==> config.mk <==
export PLATFORM = sky130hd
export DESIGN_NAME = mem_arbiter
export DESIGN_NICKNAME = d
export VERILOG_FILES = /design/src/rtl/mem_arbiter.sv
export SDC_FILE = /design/constraint.sdc
export NUM_CORES = 1
export LEC_CHECK = 0
export ABC_AREA = 1
export CELL_PAD_IN_SITES_DETAIL_PLACEMENT = 2
export CELL_PAD_IN_SITES_GLOBAL_PLACEMENT = 2
export CORE_ASPECT_RATIO = 0.75
export CORE_MARGIN = 3
export CORE_UTILIZATION = 19
export DETAILED_ROUTE_END_ITERATION = 8
export PLACE_DENSITY = 0.75
export SYNTH_ARGS = -nofsm -noshare
export SYNTH_HDL_FRONTEND = slang
export SYNTH_SLANG_ARGS = --single-unit
==> constraint.sdc <==
create_clock -name i_clk -period 1.5 [get_ports i_clk]
set_input_delay 0.3 -clock i_clk [delete_from_list [all_inputs] [get_ports i_clk]]
set_output_delay 0.3 -clock i_clk [all_outputs]
set_load 0.05 [all_outputs]
==> src/rtl/mem_arbiter.sv <==
// N-channel SRAM arbiter: fixed-priority or round-robin grant, ACC_CYC-cycle access, 1-cycle turnaround.
// Grant is combinational in IDLE; memory outputs are registered; min grant spacing ACC_CYC+2 cycles.
module mem_arbiter #(
   parameter int N_CH    = 2,
   parameter int ADDR_W  = 16,
   parameter int DATA_W  = 16,
   parameter int MODE    = 0,
   parameter int ACC_CYC = 1
) (
   input  logic                     i_clk,
   input  logic                     i_rst,
   input  logic                     i_en,
   input  logic [N_CH-1:0]          i_req,
   input  logic [N_CH-1:0]          i_wr,
   input  logic [N_CH*ADDR_W-1:0]   i_addr,
   input  logic [N_CH*DATA_W-1:0]   i_wdata,
   output logic [N_CH-1:0]          o_gnt,
   output logic [N_CH-1:0]          o_done,
   output logic [DATA_W-1:0]        o_rdata,
   output logic [ADDR_W-1:0]        o_memAddr,
   output logic                     o_memWr,
   output logic                     o_memEn,
   output logic [DATA_W-1:0]        o_memDataOut,
   output logic                     o_memDataOe,
   input  logic [DATA_W-1:0]        i_memDataIn
);

   localparam int LG_W = (N_CH > 1) ? $clog2(N_CH) : 1;

   typedef enum logic [1:0] {IDLE, ACCESS, DONE} state_t;

   state_t          state, state_nxt;
   logic [3:0]      cnt;
   logic [LG_W-1:0] last_gnt, cur, win;
   logic            win_vld, grant;
   int              idx;

   // Winner search: round-robin starts just after the previous winner.
   always_comb begin
      win_vld = 1'b0;
      win     = '0;
      idx     = 0;
      for (int i = 0; i < N_CH; i++) begin
         idx = (MODE == 1) ? (int'(last_gnt) + 1 + i) % N_CH : i;
         if (!win_vld && i_req[idx[LG_W-1:0]]) begin
            win_vld = 1'b1;
            win     = LG_W'(idx);
         end
      end
   end

   always_ff @(posedge i_clk) begin
      if (i_rst) state <= IDLE;
      else       state <= state_nxt;
   end

   always_comb begin
      state_nxt = state;
      o_gnt     = '0;
      grant     = 1'b0;
      case (state)
         IDLE: begin
            if (i_en && win_vld && !i_rst) begin
               grant      = 1'b1;
               o_gnt[win] = 1'b1;
               state_nxt  = ACCESS;
            end
         end
         ACCESS:  if (cnt == 4'd1) state_nxt = DONE;
         DONE:    state_nxt = IDLE;
         default: state_nxt = IDLE;
      endcase
   end

   always_ff @(posedge i_clk) begin
      if (i_rst) begin
         cnt          <= '0;
         cur          <= '0;
         last_gnt     <= LG_W'(N_CH - 1);
         o_done       <= '0;
         o_rdata      <= '0;
         o_memAddr    <= '0;
         o_memWr      <= 1'b0;
         o_memEn      <= 1'b0;
         o_memDataOut <= '0;
         o_memDataOe  <= 1'b0;
      end else begin
         o_done <= '0;
         if (grant) begin
            cnt          <= 4'(ACC_CYC);
            cur          <= win;
            last_gnt     <= win;
            o_memAddr    <= i_addr[win*ADDR_W +: ADDR_W];
            o_memDataOut <= i_wdata[win*DATA_W +: DATA_W];
            o_memWr      <= i_wr[win];
            o_memDataOe  <= i_wr[win];
            o_memEn      <= 1'b1;
         end else if (state == ACCESS) begin
            if (cnt == 4'd1) begin
               // Last access cycle: capture read data and release the bus for DONE.
               cnt         <= '0;
               o_memEn     <= 1'b0;
               o_memWr     <= 1'b0;
               o_memDataOe <= 1'b0;
               o_done[cur] <= 1'b1;
               if (!o_memWr) o_rdata <= i_memDataIn;
            end else begin
               cnt <= cnt - 4'd1;
            end
         end
      end
   end

endmodule
Yosys cells after proc, flatten, opt, wreduce, memory -nomap -nowiden
Cells that the tools add are included.

Bits in registers: 59. Bits of input ports: 87. Output and inout port bits: 55. Logic and storage cells: 63.

$add $sub $neg: 1. Order comparisons: 4. Equal/unequal tests: 4. Shift operators: 2. Muxes and demuxes: 23. Bitwise operators: 4. Reductions and logical operators: 15.

Operators by type and width (count): $shiftx A32 B6 Y16 (2); $mux W1 (15); $mux W2 (4); $logic_and A1 B1 Y1 (5); $eq A4 B1 Y1 const B (1); $lt A1 B2 Y1 const B (2); $mux W4 (1); $ne A2 B2 Y1 const B (2); $not A1 Y1 (4); $pmux W2 S2 (1); $reduce_and A2 Y1 (2); $reduce_and A4 Y1 (1); $reduce_bool A2 Y1 (2); $reduce_or A4 Y1 (1); $sub A4 B1 Y4 const B (1); $demux W1 S1 (2); $eq A2 B1 Y1 const B (1); $ge A1 B1 Y1 const B (2); $logic_not A1 Y1 (2); $logic_not A2 Y1 (1); $reduce_or A2 Y1 (1).

Depth between registers and ports, before layout
Word-level depth: 10. Depth in mapped cells: 8.

Worst setup path after synthesis
OpenSTA, ideal clock, no wires.

Path type: register to output. From: reg state[1]. To: out o_gnt[0]. Data arrival time: 1393 ps. Slack: -193 ps. Cell stages (with the launch flop): 5. Buffers on the path: 1. Cells stage by stage: dfxtp_1 > nor2_1 > nand3_1 > buf_2 > nor2_1.

Longest elaborated chain between the ends: 2.

RTL lines: start, declared (line 32) `state_t state, state_nxt;`; start signal, assigned (line 54) `else state <= state_nxt;`; $logic_not A2 Y1 (line 61) `case (state)`; $mux W2 (line 61); end, declared (line 17) `output logic [N_CH-1:0] o_gnt,`.

No other way between the ends.

Worst setup path in the final report
From: reg state[0]. To: out o_gnt[1].

The elaborated chain is that of the path after synthesis.

==> results_dict.tcl <==
set metrics [dict create \
    path_class "register to output port" \
    cts_buffer_depth 2 \
    layout_setup_ws_ns -0.05307 \
    skew_ns 0.006422 \
    drive_gt1_frac 0.2045 \
    avgSynthCellArea_sq_um 6.624 \
    grtUsageTotal 0.1476 \
    max_freq_ghz 0.6439 \
    port_buffers 141 \
    setup_tns_ns -0.05307 \
    maxCapViolCount 0 \
    postRouteAntennaNets 0 \
    cts.sinks 59 \
    start_util 0.1973 \
    yosys.area.top_type "dfxtp_1" \
    cts_hold_buf 0 \
    h-tree-depth 3 \
    vias_per_cell 4.147 \
    hold_viol 0 \
    clk_latency_ns 0.32 \
    crit_path_max_fanout 3 \
    grt_pass1_wl_um 18410 \
    drt_pass1_iterations 4 \
    synth_seq_cells 59 \
    rsz0062_at_grt "true" \
    cts_tree "done" \
    synth_fp_nets 504 \
    peakVddDrop_mv 0.5169 \
    finalMaxSlewViolations 0 \
    path_clk_slew_ns 0.05 \
    crit_required_ns 1.20 \
    grt_max_degree 38 \
    gp_congestion 0.7462 \
    drt_first_iter_violations 70 \
    nNetsFinal 657 \
    placed_area_sq_um 4932 \
    crit_path_max_incr_delay_ns 0.34 \
    antenna_found_initial 0 \
    max-slew-margin-rel 0.6233 \
    cts_made_buffers 9 \
    crit_path_end_kind "output port" \
    core.rowCount 37 \
    drc_errors 0 \
    synth_top_cell_area_share 0.4297 \
    rr_startpoint "cnt[1]" \
    area_growth_pct 92.40 \
    grt-ovfl-total 0 \
    grt_pass1_vias 3667 \
    num_vias 3181 \
    postLayoutCoreUtil 0.3795 \
    violations "negative setup slack" \
    power.density_nw_per_um2 875.2 \
    dp_hpwl_um 8871 \
    netlist_area_sq_um 2749 \
    worst_ep_arrival_time_ns 1.25 \
    dp_slack_ns -0.4049 \
    synthTopCellsByArea "dfxtp_1, nand2_1, a21oi_1" \
    min_period_ns 1.553 \
    coreArea_sq_um 13930 \
    synth_cells 415 \
    layout_common_cells "nand2_1, clkdlybuf4s50_1, dfxtp_1, buf_12" \
    setup_viol 1 \
    min_from "cur" \
    wl_um 11590 \
    dieWidth_um 144.9 \
    cp_cell_sequence "nor2_4, nand2_2, nor2_4, nand2_2, inv_2, buf_12" \
    final_area_sq_um 5289 \
    period_share 1.035 \
    outcome "complete, but fails checks" \
    seq_area_frac_synth 0.4297 \
    tightest_slew_ns 0.5644 \
    root_buffer "clkbuf_16" \
    io_pins 142 \
    synthDistinctLibCells 20 \
    yosys_warnings 0 \
    crit_path_start_kind "register" \
    cp-startpoint "state[0]" \
    die_h_um 110.2 \
    die_area_sq_um 15960 \
    final_common_cell "nand2_1" \
    num-fill-cells 1560 \
    cp_slowest_cell "dfxtp_2" \
    wl_per_cell_um 15.12 \
    n_antenna_cell 0 \
    p_leak_nw 2.231 \
    hold_path_class "register to register" \
]
[what timing repair did]
item / 4_1_cts / 5_1_grt
endpoints found under the setup margin: 29 / 22
setup buffers: 3 / 2
gates resized for setup: 20 / 1
pin swaps: 6 / 5
[layer usage]
layer | track usage | up-vias | wire (um)
li1 | - | 1574 | -
met1 | 0.1644 | 1526 | 4679
met2 | 0.2763 | 77 | 6181
met3 | 0.05175 | 4 | 669
met4 | 0.02197 | 0 | 63
met5 | 0 | - | 0
[worst paths after layout]
kind	cells after the start	slack (ns)	to
max	6	-0.05	o_gnt[1]
min	1	0.41	o_done[0]
max reg2reg	8	0.13	o_rdata[4]
min reg2reg	1	0.41	o_done[0]
[power by group]
group	leakage (nW)	internal (mW)	switching, mW	total [mW]
registers	0.480	1.64	0.0776	1.71
clock network	0.132	1.14	0.671	1.81
logic	1.62	0.553	0.548	1.10
total	2.23	3.33	1.30	4.63
[layout make-up]
class	count	area (sq um)	share of cell area
clock buffers	12	246.5	0.04661
clock inverters	3	15.01	0.002839
inverters	29	108.9	0.02058
multi-input cells	305	1361	0.2574
flip-flops and latches	59	1186	0.2243
well taps	195	244.0	0.04613
repair buffers	164	2127	0.4022
[flip-flops by register name (all words and copies together) (netlist names)]
name / flops
o_memEn: 1
state: 2
o_memAddr: 16
cur: 1
o_memDataOe: 1
o_memDataOut: 16
o_done: 2
cnt: 4
o_rdata: 16
[critical path: cells and delay by family (launching register included)]
kind,cells,cell delay (ns)
flops,1,0.34
buf+inv,2,0.20
simple gates,4,0.39
[Yosys cell counts]
master / n
dfxtp_1: 59
ha_1: 2
nor2_4: 6
nor2_1: 40
inv_2: 3
nand2_2: 1
clkinv_1: 1
buf_2: 10
nand3_4: 1
clkbuf_1: 2
buf_4: 4
or2_2: 1
nand3_1: 21
a31oi_1: 1
nand2_1: 193
buf_1: 1
buf_6: 5
a21oi_1: 37
xor2_1: 2
inv_1: 25
[per-stage QoR]
stage | std cells | total power, mW | hold WS, ns
2_1_floorplan | 415 | 2.219 | 0.3909
3_3_place_gp | 747 | 2.802 | 0.3994
3_5_place_dp | 747 | 2.839 | 0.4128
4_1_cts | 765 | 4.710 | 0.4160
5_1_grt | 767 | 4.909 | 0.4519
6_report | 767 | 4.629 | 0.4123
[kinds of logic (layout without fill, tap and decap cells)]
| logic type | after synthesis | in the layout | synth area share |
|---|---|---|---|
| buffers and inverters | 51 | 208 | 0.09331 |
| AND/OR/NAND/NOR | 263 | 263 | 0.3919 |
| XOR/XNOR | 2 | 2 | 0.006373 |
| flip-flops | 59 | 59 | 0.4297 |
| AO/OA/AOI/OAI | 38 | 38 | 0.06964 |
| adder cells (fa/ha/maj) | 2 | 2 | 0.009102 |
No activity file was read; power rests on OpenSTA's default activity.
